==> src/rtl/exception_ctrl.sv <==
// Exception/interrupt sequencer: picks one pending event in IDLE, flushes the
// pipeline, vectors to the handler, and returns to epc on eret.
module exception_ctrl #(
    parameter logic [31:0] RESET_PC     = 32'h0001_0000,
    parameter logic [31:0] VECTOR_ADDR  = 32'h0000_0080,
    parameter int          FLUSH_CYCLES = 2
) (
    input  logic        clk,
    input  logic        reset,
    input  logic        overflow,
    input  logic        trap,
    input  logic        memwrite,
    input  logic        oint_ex,
    input  logic        irq_ext,
    input  logic        eret,
    input  logic [31:0] pc_8_in,
    output logic        flush,
    output logic        pc_sel,
    output logic [31:0] pc_redirect,
    output logic [31:0] epc,
    output logic [2:0]  cause,
    output logic        int_en,
    output logic        in_handler
);

    typedef enum logic [2:0] {IDLE, FLUSH, VECTOR, HANDLER, RETURN} state_t;

    localparam logic [1:0] FLUSH_INIT = 2'(FLUSH_CYCLES);

    state_t      state, state_next;
    logic [1:0]  cnt;
    logic        store_int, accept;
    logic [2:0]  win_code;
    logic [31:0] win_epc;

    assign store_int = memwrite & oint_ex;

    // Fixed priority; faulting events re-execute (pc-8), others resume after (pc-4).
    always_comb begin
        win_code = 3'd0;
        win_epc  = pc_8_in - 32'd8;
        if (overflow) begin
            win_code = 3'd1;
        end else if (trap) begin
            win_code = 3'd2;
            win_epc  = pc_8_in - 32'd4;
        end else if (store_int) begin
            win_code = 3'd3;
            win_epc  = pc_8_in - 32'd4;
        end else if (irq_ext && int_en) begin
            win_code = 3'd4;
        end
        accept = (win_code != 3'd0);
    end

    always_comb begin
        state_next = state;
        case (state)
            IDLE:    if (accept) state_next = FLUSH;
            FLUSH:   if (cnt == 2'd1) state_next = VECTOR;
            VECTOR:  state_next = HANDLER;
            HANDLER: if (eret) state_next = RETURN;
            RETURN:  state_next = IDLE;
            default: state_next = IDLE;
        endcase
    end

    always_ff @(posedge clk) begin
        if (reset) begin
            state  <= IDLE;
            cnt    <= 2'd0;
            epc    <= 32'd0;
            cause  <= 3'd0;
            int_en <= 1'b0;
        end else begin
            state <= state_next;
            case (state)
                IDLE: if (accept) begin
                    cause  <= win_code;
                    epc    <= win_epc;
                    int_en <= 1'b0;
                    cnt    <= FLUSH_INIT;
                end
                FLUSH:  cnt <= cnt - 2'd1;
                RETURN: begin
                    int_en <= 1'b1;
                    cause  <= 3'd0;
                end
                default: ;
            endcase
        end
    end

    // Reset drives the fetch unit to RESET_PC combinationally, independent of state.
    always_comb begin
        flush       = 1'b0;
        pc_sel      = 1'b0;
        pc_redirect = 32'd0;
        in_handler  = 1'b0;
        if (reset) begin
            pc_sel      = 1'b1;
            pc_redirect = RESET_PC;
        end else begin
            in_handler = (state != IDLE);
            case (state)
                FLUSH:  flush = 1'b1;
                VECTOR: begin
                    pc_sel      = 1'b1;
                    pc_redirect = VECTOR_ADDR;
                end
                RETURN: begin
                    pc_sel      = 1'b1;
                    pc_redirect = epc;
                    flush       = 1'b1;
                end
                default: ;
            endcase
        end
    end

endmodule

==> config.mk <==
export PLATFORM = sky130hd
export DESIGN_NAME = exception_ctrl
export DESIGN_NICKNAME = d
export VERILOG_FILES = /design/src/rtl/exception_ctrl.sv
export SDC_FILE = /design/constraint.sdc
export NUM_CORES = 1
export LEC_CHECK = 0
export ABC_AREA = 1
export BUFFER_PORTS_ARGS = -buffer_cell sky130_fd_sc_hd__buf_4
export CELL_PAD_IN_SITES_DETAIL_PLACEMENT = 1
export CELL_PAD_IN_SITES_GLOBAL_PLACEMENT = 1
export CORE_ASPECT_RATIO = 0.75
export CORE_MARGIN = 4
export CORE_UTILIZATION = 36
export DETAILED_ROUTE_END_ITERATION = 8
export GPL_ROUTABILITY_DRIVEN = 0
export GPL_TIMING_DRIVEN = 1
export PLACE_DENSITY_LB_ADDON = 0.1
export SYNTH_ARGS = -nofsm -noshare
export SYNTH_HDL_FRONTEND = slang
export SYNTH_SLANG_ARGS = --single-unit
==> constraint.sdc <==
create_clock -name clk -period 2.2 [get_ports clk]
set_clock_uncertainty 0.1 [all_clocks]
set_input_delay 0.22 -clock clk [delete_from_list [all_inputs] [get_ports clk]]
set_output_delay 0.22 -clock clk [all_outputs]
set_load 0.005 [all_outputs]
Word-level counts from Yosys, hierarchy flattened
Index checks and enable logic that the tools add are counted.
{"block": "word_totals", "register_bits": 41, "in_bits": 40}
{"block": "op_classes", "reduce_logical": 12, "muxes": 24, "add_sub_neg": 3, "eq_ne": 8, "bitwise": 1}
{"operator": "$mux 32", "count": 4}
{"operator": "$pmux 32 s2", "count": 1}
{"operator": "$sub 32x3->32 const B", "count": 1}
{"operator": "$sub 32x4->32 const B", "count": 1}
{"operator": "$mux 3", "count": 8}
{"operator": "$pmux 3 s4", "count": 1}
{"operator": "$eq 3x2->1 const B", "count": 2}
{"operator": "$mux 1", "count": 6}
{"operator": "$ne 2x2->1 const B", "count": 3}
{"operator": "$pmux 3 s2", "count": 1}
{"operator": "$reduce_and 2->1", "count": 3}
{"operator": "$reduce_bool 3->1", "count": 2}
{"operator": "$pmux 2 s2", "count": 1}
{"operator": "$reduce_bool 2->1", "count": 2}
{"operator": "$reduce_or 2->1", "count": 2}
{"operator": "$eq 3x1->1 const B", "count": 1}
{"operator": "$eq 3x3->1 const B", "count": 1}
{"operator": "$logic_not 3->1", "count": 1}
{"operator": "$reduce_and 3->1", "count": 1}
{"operator": "$eq 2x1->1 const B", "count": 1}
{"operator": "$mux 2", "count": 1}
{"operator": "$pmux 1 s2", "count": 1}
{"operator": "$sub 2x1->2 const B", "count": 1}
{"operator": "$and 1x1->1", "count": 1}
{"operator": "$logic_and 1x1->1", "count": 1}

Depth between registers and ports, before layout
Gate-level depths: netlist of run 1.
{"block": "logic_depth", "depth_word": 8, "ltp_mapped": 12}

Worst setup path after synthesis of run 1
No wires, ideal clock.
{"block": "synth_path", "kind": "input to register", "start": "input port pc_8_in[3]", "end": "register epc[25]", "setup_ns": 0.109, "path_stages": 12, "arrival_ns": 1.255, "required_ns": 1.991, "n_path_buf": 0, "path_slack_ns": 0.736, "cell_sequence": "inv_1 > ha_1 > nand2_1 > inv_1 > nand3_1 > nand2_1 > nor2_4 > nand3_1 > nand2_1 > nand3_1 > nand2_1 > inv_1"}
{"block": "synth_via", "elab_chain_cells": 4}
{"item": "start: declaration", "line": "16", "rtl": "input logic [31:0] pc_8_in,"}
{"item": "$sub 32x4->32 or $sub 32x3->32 (tied branches)", "line": "41, 46, 49"}
{"item": "$mux 32", "line": "47", "rtl": "end else if (store_int) begin"}
{"item": "$mux 32", "line": "44", "rtl": "end else if (trap) begin"}
{"item": "$mux 32 *", "line": "42", "rtl": "if (overflow) begin"}
{"item": "end signal: assignment", "line": "80", "rtl": "epc <= win_epc;"}
{"item": "end: declaration", "line": "20", "rtl": "output logic [31:0] epc,"}
Every way passes the cells marked *; elsewhere a longest branch is shown, timed or not.
A chain may end at the register's enable or synchronous reset.

Final worst setup path of run 1
Ends and elaborated chain as after synthesis.

==> results of run 1 <==
==> worst paths after layout <==
check                                 from        to  slack (ns)
worst min-delay path            pc_8_in[1]    epc[1]        0.08
worst max-delay path            pc_8_in[3]   epc[25]        0.06
worst max register to register    state[2]   epc[16]        0.37
worst min register to register    cause[1]  cause[1]        0.37
==> layout by cell type (no fill, tap or decap), types with 3 or more instances in the layout <==
cell	instances
inv_2	4
clkbuf_8	5
nand3_1	48
nand2_2	11
dfxtp_1	41
xor2_1	9
nor2_4	8
ha_1	4
o21ai_1	10
nand2_1	114
o211ai_1	3
buf_4	116
a21oi_1	17
nand4_1	11
inv_1	89
o21ai_0	23
nor2_2	5
nor3_1	21
nor2_1	57
==> through the flow <==
step	setup slack [ns]	TNS (ns)
floorplan	0.736	0
detailed placement	0.262	0
global placement	0.323	0
CTS	0.00586	0
global route	-0.0133	-0.0133
finish	0.0603	0
==> final cells by class <==
class	count	share of cell area [%]
timing repair buffer	117	21.6
clock inverter	2	0.949
sequential	41	20.1
clock buffer	6	1.78
inverter	94	8.64
tap	105	3.22
multi-input combinational	356	43.8
==> report_power, final <==
group / switching, W / internal [W] / leakage, nW
Clock: 0.000268 / 0.000341 / 0.0554
Sequential: 0.0000931 / 0.000870 / 0.339
Combinational: 0.000517 / 0.000362 / 1.67
==> registers in the layout (all words and copies together) (netlist names) <==
name	count
cnt	2
state	3
epc	32
int_en	1
cause	3
==> cell families (layout without fill, tap and decap cells) <==
logic type,Yosys count,after routing
buffers and inverters,108,219
DFF,41,41
and+or+nand+nor,283,283
adders and majority gates,4,4
xor gates and xnor gates,11,11
AOI/OAI and AO/OA,58,58
==> worst min-delay path, stage by stage <==
cell and delay [ns]:
buf_4 0.08, nor2_1 0.04, a21oi_1 0.10
==> Yosys cell counts, drive strengths merged, types with 3 or more instances <==
cell	number
o211ai	3
nand3	50
nand4	11
nand2	127
o21ai	33
a21oi	17
buf	7
clkbuf	7
inv	93
dfxtp	41
ha	4
xor2	9
nor3	21
nor2	70
==> layer usage <==
metal  part of all wire (%)  vias up  track usage (%)
li1                       -     1808                -
met1                     48     1756             33.7
met2                     44      100             37.4
met5                      0        -                0
met3                    7.5        2             5.21
met4                   0.23        0             2.73
==> timing repair <==
item | 4_1_cts | 5_1_grt
endpoints found under the setup margin | 0 | 9
hold endpoints to repair | 1 | 0
gates resized for setup | 0 | 5
hold buffers | 1 | 0
==> run summary, run 1 <==
Status
- run status: finished clean

Global route
- total global routing track utilization: 23.6%
- grt total ovfl: 0
- global-route wire length before repair: 18600 um
- pin count of the biggest net entering global routing: 38
- antenna violations before repair: 0
- number of global-route vias before repair: 3695

Clocking
- insertion delay to the later sink of the worst-skew pair: 0.29 ns
- Post CTS Setup Buffer Count: 0
- clock sink count: 41
- number of clock buffers inserted by TritonCTS: 5
- clock edge transition at the registers on the reported setup and hold paths: 0.09 ns
- Clock Root Buffer: clkbuf_8
- maximum level of the CTS H-tree: 2
- maximum buffer depth of the clock tree: 2
- TritonCTS clock tree: built

Logic synthesis
- compound-cell area share of the yosys netlist: 10.6%
- syn_nets: 549
- average cell area after synthesis: 5.97 um^2
- largest area contributor in the synthesized netlist: dfxtp_1
- sequential element share of the synthesized area: 27.2%
- number of enable flip-flop cells after synthesis: 0
- mux cell area share after synthesis: 0%
- number of distinct library cells after synthesis: 34
- biggest area contributors in the synthesized netlist: dfxtp_1 (27%), nand2_1 (14%), inv_1 (11%)
- Cell Area, Synth: 3010 um^2
- number of standard cells after synthesis: 505
- dominant synthesized flop cell: dfxtp_1
- post-synthesis simple-gate area fraction: 43.1%
- dominant combinational cell family by area after synthesis: simple AND/OR/NAND/NOR gates
- flip-flop and latch count after synthesis: 41
- fraction of synthesis flops using an asynchronous set or reset pin: 0%
- Synthesis Warnings: 0
- post-synthesis share of cell area spent on full adders, half adders and majority gates: 1.66%
- fraction of post-synthesis cell area in the top cell type by area: 27.2%
- xor and xnor area share after synthesis: 3.20%

Critical path
- cell depth of the worst setup path: 13
- reg2reg path depth: 8
- Worst Setup Path Type: in2reg
- CP peak stage delay: 0.54 ns
- Crit Path Max Fanout: 5
- arrival time at the worst endpoint: 2.23 ns
- Top Family by Delay on Critical Path: simple AND/OR/NAND/NOR gates
- combined buffer and inverter count along the critical path: 4
- cell at the slowest stage of the critical path: dlygate4sd3_1
- kind of start point of the critical path: primary input
- worst-path cell chain: dlygate4sd3_1, buf_4, inv_1, ha_1, nand2_2, nor2_2, nand2_2, nor2_4, nand3_1, nand2_1, nand3_1, nand2_1, inv_1
- Worst Path Required: 2.29 ns
- endpoint kind of the worst setup timing path: register

Power
- total power draw: 0.00245 W
- maximum vdd drop: 0.369 mV
- ratio of total power to cell area: 600 nW/um^2
- static leakage: 2.06 nW

Layout
- core occupancy in the finished layout: 50.9%
- Fillers: 1171
- area occupied by registers: 821 um^2
- growth of design area from synthesis to finish: 35.6%
- antenna diode count: 0
- Nets: 659
- total area of multi-input combinational cells: 1790 um^2
- Design Area, Final: 4090 um^2
- share of layout cells above drive strength 1: 25.6%
- non-filler cells in the finished layout: 721

Detailed routing
- number of vias after detailed routing: 3666
- drc violations: 0
- count of routing violations after the opening detailed-route iteration: 190
- post-route antenna net violation count: 0
- mean number of vias per cell: 5.08
- total wirelength of the detailed-routed design: 11900 um
- number of iterations in the first detailed-routing pass: 4
- routed length per placed instance: 16.5 um

Placed design
- post-placement cell area: 3940 um^2
- half-perimeter wire length of the detailed placement result: 9760 um
- # port buffers: 110
- Placed Cells: 712

Floorplanning
- Total Die Area: 9910 um^2
- Die Height: 87.2 um
- area of the core: 8020 um^2
- die width: 114 um
- total I/O pin count: 111
- Initial Util: 37.6%
- Row Count: 28

Timing
- Max-slew headroom: 66.6%
- Achievable Freq: 0.467 GHz
- fin crit period: 2.14 ns
- worst-case hold slack: 0.0786 ns
- measured slew at the worst slew-check pin: 0.500 ns
- Final Max Slew Viols: 0
- count of endpoints failing setup in the final report: 0
- final-report hold violation count: 0
- final worst-path cycle share: 97.3%

Min path
- worst hold path stage count: 3
- type of the worst min-delay path: in2reg

Run
- Max-Cap Viols: 0

(Power assumes the default switching activity.)
==> run 2, diff against run 1 <==
--- a/config.mk
+++ b/config.mk
@@ -5,7 +5,6 @@
 export SDC_FILE = /design/constraint.sdc
 export NUM_CORES = 1
 export LEC_CHECK = 0
-export ABC_AREA = 1
 export BUFFER_PORTS_ARGS = -buffer_cell sky130_fd_sc_hd__buf_4
 export CELL_PAD_IN_SITES_DETAIL_PLACEMENT = 1
 export CELL_PAD_IN_SITES_GLOBAL_PLACEMENT = 1
==> run 2 against run 1 <==
  * Final cell count is 23% lower
  * Critical path depth is 6 lower
  * Worst hold slack worse by 0.016 ns
  * Setup slack better by 0.015 ns
  * Core utilization is 5.3 points higher
  * Synthesized cell count is 35% lower
  * Via count is 19% lower
  * First-iteration DRC count is 45% lower
  * Power is 16% lower
  * Register-to-register slack worse by 0.07 ns
  * Sequential cell count stayed put
  * Global-route usage is 3.1 points lower
==> run summary, run 2 <==
Timing
- Max-slew headroom: 65.0%, was 66.6%
- Achievable Freq: 0.471 GHz, was 0.467 GHz
- worst-case hold slack: 0.0631 ns, was 0.0786 ns
- final worst-path cycle share: 96.6%, was 97.3%
- fin crit period: 2.12 ns, was 2.14 ns
- final-report hold violation count: 0, unchanged
- measured slew at the worst slew-check pin: 0.524 ns, was 0.500 ns
- unrepaired setup endpoints after global routing: false
- count of endpoints failing setup in the final report: 0, unchanged
- Final Max Slew Viols: 0, unchanged

Power
- fraction of power consumed by the clock network: 31.0%, was 24.8%
- sequential share of power: 42.5%, was 39.3%
- ratio of total power to cell area: 534 nW/um^2, was 600 nW/um^2
- maximum vdd drop: 0.258 mV, was 0.369 mV
- share of total power consumed by net switching: 30.5%, was 35.8%
- total power draw: 0.00207 W, was 0.00245 W
- internal power of the cells: 0.00144 W, was 0.00157 W
- share of power burned in combinational logic: 26.4%, was 35.9%
- net switching component of the power: 0.000632 W, was 0.000878 W
- static leakage: 1.64 nW, was 2.06 nW

Detailed routing
- count of routing violations after the opening detailed-route iteration: 105, was 190
- mean number of vias per cell: 5.32, was 5.08
- drc violations: 0, unchanged
- total wirelength of the detailed-routed design: 9230 um, was 11900 um
- post-route antenna net violation count: 0, unchanged
- routed length per placed instance: 16.6 um, was 16.5 um
- number of iterations in the first detailed-routing pass: 4, unchanged
- number of vias after detailed routing: 2960, was 3666

Global route
- global-route wire length before repair: 14500 um, was 18600 um
- pin count of the biggest net entering global routing: 48, was 38
- antenna violations before repair: 0, unchanged
- met3 usage in global routing: 4.08%, was 5.21%
- layer with the highest usage after global routing: met2, unchanged
- grt total ovfl: 0, unchanged
- met2 GRT Util: 32.6%, was 37.4%
- number of global-route vias before repair: 2861, was 3695
- total global routing track utilization: 20.4%, was 23.6%
- met1 demand-to-capacity share in global routing: 28.7%, was 33.7%

Critical path
- worst-path cell chain: buf_4, or4_4, nor4_4, nand4b_4, buf_2, or3_1, a311oi_1, was dlygate4sd3_1, buf_4, inv_1, ha_1, nand2_2, nor2_2, nand2_2, nor2_4, nand3_1, nand2_1, nand3_1, nand2_1, inv_1
- arrival time at the worst endpoint: 2.24 ns, was 2.23 ns
- Top Family by Delay on Critical Path: simple AND/OR/NAND/NOR gates, unchanged
- combined buffer and inverter count along the critical path: 2, was 4
- endpoint kind of the worst setup timing path: register, unchanged
- Worst Path Required: 2.31 ns, was 2.29 ns
- cell at the slowest stage of the critical path: or4_4, was dlygate4sd3_1
- Crit Path Max Fanout: 7, was 5
- Worst Setup Path Type: in2reg, unchanged
- kind of start point of the critical path: primary input, unchanged
- CP peak stage delay: 0.55 ns, was 0.54 ns

Logic synthesis
- number of enable flip-flop cells after synthesis: 0, unchanged
- Synthesis Warnings: 0, unchanged
- largest area contributor in the synthesized netlist: dfxtp_1, unchanged
- average cell area after synthesis: 7.95 um^2, was 5.97 um^2
- Cell Area, Synth: 2600 um^2, was 3010 um^2
- fraction of post-synthesis cell area in the top cell type by area: 31.6%, was 27.2%
- dominant synthesized flop cell: dfxtp_1, unchanged
- fraction of synthesis flops using an asynchronous set or reset pin: 0%, unchanged
- flip-flop and latch count after synthesis: 41, unchanged
- biggest area contributors in the synthesized netlist: dfxtp_1 (32%), and2_1 (7.7%), nor2_1 (6.1%), was dfxtp_1 (27%), nand2_1 (14%), inv_1 (11%)
- most used standard cell by instance count after synthesis: nor2_1, was nand2_1
- syn_nets: 371, was 549
- sequential element share of the synthesized area: 31.6%, was 27.2%
- number of distinct library cells after synthesis: 45, was 34
- most used standard cells in the synthesized netlist: nor2_1 (42), dfxtp_1 (41), and2_1 (32), was nand2_1 (116), inv_1 (89), nor2_1 (57)
- number of standard cells after synthesis: 327, was 505

Status
- run status: finished clean, unchanged

Floorplanning
- die width: 106 um, was 114 um
- total I/O pin count: 111, unchanged
- Total Die Area: 8660 um^2, was 9910 um^2
- Row Count: 26, was 28
- Die Height: 81.6 um, was 87.2 um
- Initial Util: 37.7%, was 37.6%
- area of the core: 6900 um^2, was 8020 um^2

Layout
- growth of design area from synthesis to finish: 49.1%, was 35.6%
- share of layout cells above drive strength 1: 37.6%, was 25.6%
- Fillers: 899, was 1171
- core occupancy in the finished layout: 56.2%, was 50.9%
- Largest register FFs: 32, unchanged
- antenna diode count: 0, unchanged
- Regs by FF count: epc x32, cause x3, state x3, unchanged
- area occupied by registers: 823 um^2, was 821 um^2
- total area of multi-input combinational cells: 1670 um^2, was 1790 um^2
- Nets: 501, was 659
- most common library cell in the layout ignoring fill and taps: buf_4, unchanged
- commonest non-fill, non-tap cells in the layout: buf_4 (145), nor2_1 (41), dfxtp_1 (39), and2_1 (32), a211oi_1 (19), was buf_4 (116), nand2_1 (114), inv_1 (89), nor2_1 (57), nand3_1 (48)
- Largest Register: epc, unchanged

Clocking
- TritonCTS clock tree: built, unchanged
- insertion delay to the later sink of the worst-skew pair: 0.30 ns, was 0.29 ns
- clock edge transition at the registers on the reported setup and hold paths: 0.09 ns, about the same
- number of clock buffers inserted by TritonCTS: 5, unchanged
- maximum level of the CTS H-tree: 2, unchanged
- CTS Hold Bufs: 0, was 1
- clock sink count: 41, unchanged
- maximum buffer depth of the clock tree: 2, unchanged
- Clock Root Buffer: clkbuf_8, unchanged

Placed design
- half-perimeter wire length of the detailed placement result: 7130 um, was 9760 um
- # port buffers: 110, unchanged

Run
- Max-Cap Viols: 0, unchanged

Min path
- type of the worst min-delay path: in2reg, unchanged

-- run 2: metal layers --
metal,up-vias,routed length [um],part of all wire [%]
li1,1441,-,-
met1,1436,4530,49
met2,78,4170,45
met3,5,465,5.0
met4,0,63,0.68
met5,-,0,0
-- run 2: logic make-up after synthesis --
kind of cell,share of synthesized area (%)
compound gates,17.5
xor+xnor,9.10
fa+ha+maj,1.93
buf+inv,4.81
flops,31.6
simple gates,35.1
-- run 2: path summary, 6_finish.rpt --
path              startpoint  endpoint  slack (ns)  cells past startpoint
setup / recovery  pc_8_in[8]   epc[24]        0.08                      7
hold reg to reg      epc[15]   epc[15]        0.37                      2
setup reg to reg    state[2]   epc[26]        0.30                      7
hold / removal    pc_8_in[1]    epc[1]        0.06                      3
-- run 2: worst register-to-register path, delay by kind of cell (launching register included) --
family,cells,cell delay (ns)
AO/OA/AOI/OAI,2,0.54
flip-flops,1,0.36
buffers and inverters,3,0.56
AND/OR/NAND/NOR,2,0.26
-- run 2: metrics by stage --
stage | TNS, ns | cell area, um^2 | cells | setup slack [ns]
floorplan | -0.228 | 2610 | 327 | -0.0656
global route | 0 | 3870 | 556 | 0.0131
finish | 0 | 3870 | 556 | 0.0751
global placement | -0.732 | 3710 | 544 | -0.169
detailed placement | -1.62 | 3710 | 544 | -0.256
CTS | 0 | 3830 | 552 | 0.00865
-- run 2: cell type report --
| cell class | count | share of cell area (%) |
|---|---|---|
| Multi-Input combinational cell | 257 | 43.2 |
| Timing Repair Buffer | 148 | 29.0 |
| Sequential cell | 41 | 21.2 |
| Clock inverter | 3 | 1.19 |
| Tap cell | 98 | 3.16 |
| Clock buffer | 5 | 1.78 |
| Inverter | 4 | 0.387 |
-- run 2: power by group through the flow --
stage	registers, W	clock network [W]	logic (W)
5_1_grt	0.000892	0.000680	0.000609
2_1_floorplan	0.000885	0	0.000248
4_1_cts	0.000880	0.000648	0.000549
6_report	0.000880	0.000642	0.000546
3_5_place_dp	0.000897	0	0.000545
3_3_place_gp	0.000893	0	0.000530
-- run 2: repair_timing --
item | 4_1_cts | 5_1_grt
setup buffers | 0 | 3
pin swaps | 0 | 2
cloned | 0 | 1
endpoints found under the setup margin | 21 | 33
gates resized for setup | 2 | 7
hold endpoints to repair | 0 | 0
==> run 3, diff against run 2 <==
--- a/config.mk
+++ b/config.mk
@@ -14,7 +14,7 @@
 export DETAILED_ROUTE_END_ITERATION = 8
 export GPL_ROUTABILITY_DRIVEN = 0
 export GPL_TIMING_DRIVEN = 1
-export PLACE_DENSITY_LB_ADDON = 0.1
+export PLACE_DENSITY = 0.81
 export SYNTH_ARGS = -nofsm -noshare
 export SYNTH_HDL_FRONTEND = slang
 export SYNTH_SLANG_ARGS = --single-unit
==> run 3 against run 2 <==
  * Sequential share of layout area grew 0.42 points
  * Global-route usage grew 0.94 points
  * Critical path type is now reg2out
  * Power is essentially flat
  * Sequential cell count is the same
  * First-iteration DRC count grew 30%
  * Via count shrank 1.0%
  * Largest cell class unchanged
  * Register-to-register slack is essentially flat
  * Core utilization shrank 1.1 points
  * Clock power shrank 0.6%
  * Critical endpoint is now pc_redirect[8]
  * Setup slack gained 0.034 ns
==> run summary, run 3 (same netlist as run 2, synthesis figures left out) <==
Placed design
- # port buffers: 110, unchanged
- pre-CTS worst setup slack: -0.171 ns, was -0.256 ns
- half-perimeter wire length of the detailed placement result: 7550 um, was 7130 um

Critical path
- CP peak stage delay: 0.44 ns, was 0.55 ns
- R2R setup slack: 0.31 ns, was 0.30 ns
- kind of start point of the critical path: register, was primary input
- endpoint kind of the worst setup timing path: primary output, was register
- worst reg2reg path endpoint: epc[22], was epc[26]
- combined buffer and inverter count along the critical path: 2, unchanged
- most frequent cell on the critical path: buf_4
- worst reg2reg startpoint: state[0], was state[2]
- Worst Path Required: 1.88 ns, was 2.31 ns
- Worst Setup Path Type: reg2out, was in2reg
- reg2reg path depth: 6, was 7
- worst-path cell chain: or3b_4, nor2_2, buf_4, and2_1, buf_4, was buf_4, or4_4, nor4_4, nand4b_4, buf_2, or3_1, a311oi_1
- Top Family by Delay on Critical Path: simple AND/OR/NAND/NOR gates, unchanged
- arrival time at the worst endpoint: 1.77 ns, was 2.24 ns
- Crit Path Max Fanout: 17, was 7
- cell at the slowest stage of the critical path: or3b_4, was or4_4
- cell depth of the worst setup path: 5, was 7

Floorplanning
- total I/O pin count: 111, unchanged
- Initial Util: 37.7%, unchanged
- area of the core: 6900 um^2, unchanged
- die width: 106 um, unchanged
- Total Die Area: 8660 um^2, unchanged
- Die Height: 81.6 um, unchanged
- Row Count: 26, unchanged

Layout
- Largest register FFs: 32, unchanged
- commonest non-fill, non-tap cells in the layout: buf_4 (139), nor2_1 (41), dfxtp_1 (39), and2_1 (32), a211oi_1 (19), was buf_4 (145), nor2_1 (41), dfxtp_1 (39), and2_1 (32), a211oi_1 (19)
- Fillers: 887, was 899
- total area of multi-input combinational cells: 1660 um^2, was 1670 um^2
- most common library cell in the layout ignoring fill and taps: buf_4, unchanged
- Regs by FF count: epc x32, cause x3, state x3, unchanged
- Largest Register: epc, unchanged
- growth of design area from synthesis to finish: 46.2%, was 49.1%
- core occupancy in the finished layout: 55.1%, was 56.2%
- share of layout cells above drive strength 1: 35.8%, was 37.6%
- area occupied by registers: 823 um^2, unchanged
- antenna diode count: 0, unchanged
- Nets: 493, was 501

Clocking
- Clock Root Buffer: clkbuf_8, unchanged
- insertion delay to the later sink of the worst-skew pair: 0.29 ns, was 0.30 ns
- number of clock buffers inserted by TritonCTS: 5, unchanged
- TritonCTS clock tree: built, unchanged
- clock edge transition at the registers on the reported setup and hold paths: 0.08 ns, was 0.09 ns
- maximum level of the CTS H-tree: 2, unchanged
- clock sink count: 41, unchanged
- maximum buffer depth of the clock tree: 2, unchanged
- Post CTS Setup Buffer Count: 0, unchanged

Detailed routing
- routed length per placed instance: 17.2 um, was 16.6 um
- number of iterations in the first detailed-routing pass: 4, unchanged
- count of routing violations after the opening detailed-route iteration: 137, was 105
- number of vias after detailed routing: 2929, was 2960
- mean number of vias per cell: 5.34, was 5.32
- total wirelength of the detailed-routed design: 9400 um, was 9230 um
- drc violations: 0, unchanged
- post-route antenna net violation count: 0, unchanged

Timing
- final-report hold violation count: 0, unchanged
- count of endpoints failing setup in the final report: 0, unchanged
- Achievable Freq: 0.478 GHz, was 0.471 GHz
- Max-slew headroom: 66.3%, was 65.0%
- minimum setup slack in the final design: 0.109 ns, was 0.0751 ns
- measured slew at the worst slew-check pin: 0.505 ns, was 0.524 ns
- final worst-path cycle share: 95.0%, was 96.6%
- unrepaired setup endpoints after global routing: true, was false
- Final Max Slew Viols: 0, unchanged
- worst-case hold slack: 0.0705 ns, was 0.0631 ns
- fin crit period: 2.09 ns, was 2.12 ns

Min path
- worst min-delay path startpoint: pc_8_in[1], unchanged
- Hold EP: epc[1], unchanged
- type of the worst min-delay path: in2reg, unchanged
- worst hold path stage count: 3, unchanged

Status
- run status: finished clean, unchanged

Power
- total power draw: 0.00207 W, about the same
- static leakage: 1.60 nW, was 1.64 nW
- ratio of total power to cell area: 544 nW/um^2, was 534 nW/um^2
- maximum vdd drop: 0.247 mV, was 0.258 mV

Global route
- global-route wire length before repair: 14900 um, was 14500 um
- number of global-route vias before repair: 2970, was 2861
- total global routing track utilization: 21.4%, was 20.4%
- grt total ovfl: 0, unchanged
- pin count of the biggest net entering global routing: 48, unchanged
- antenna violations before repair: 0, unchanged

Run
- Max-Cap Viols: 0, unchanged

-- run 3: cell type report --
class | count | share of cell area [%]
clock buffer | 7 | 2.27
clock inverter | 1 | 0.790
inverter | 4 | 0.395
multi-input combinational | 257 | 43.7
sequential | 41 | 21.7
tap | 98 | 3.23
timing repair buffer | 140 | 28.0
-- run 3: routing by layer --
metal	part of all wire (%)	GRT usage, %	vias up
met3	4.8	3.77	9
met4	0.96	5.82	0
li1	-	-	1427
met1	46	27.7	1419
met5	0	0	-
met2	48	36.9	74
-- run 3: tightest hold or removal path, delay by kind of cell --
family | cells | cell delay [ns]
compound gates | 1 | 0.05
buf+inv | 1 | 0.11
simple gates | 1 | 0.05
-- run 3: timing repair --
action	CTS	global route
hold buffers	0	0
gates resized for setup	2	1
setup endpoints to repair	30	1
-- run 3: stage by stage --
stage	instances	TNS (ns)	instance area (um^2)
6_report	548	0	3800
3_5_place_dp	540	-1.01	3680
5_1_grt	548	-0.0115	3800
3_3_place_gp	540	-0.371	3680
2_1_floorplan	327	-0.228	2610
4_1_cts	548	0	3800
-- run 3: worst max path at each step --
stage	startpoint	to
after detailed placement	pc_8_in[8]	epc[28]
after global placement	pc_8_in[16]	epc[28]
final	state[2]	pc_redirect[8]
after floorplan	pc_8_in[13]	epc[22]
after global routing	state[0]	pc_redirect[8]
after CTS	state[1]	pc_redirect[8]
-- run 3: where the power goes --
group | internal, W | switching [W]
clock network | 0.000370 | 0.000268
logic | 0.000273 | 0.000273
registers | 0.000820 | 0.0000629
total | 0.00146 | 0.000604
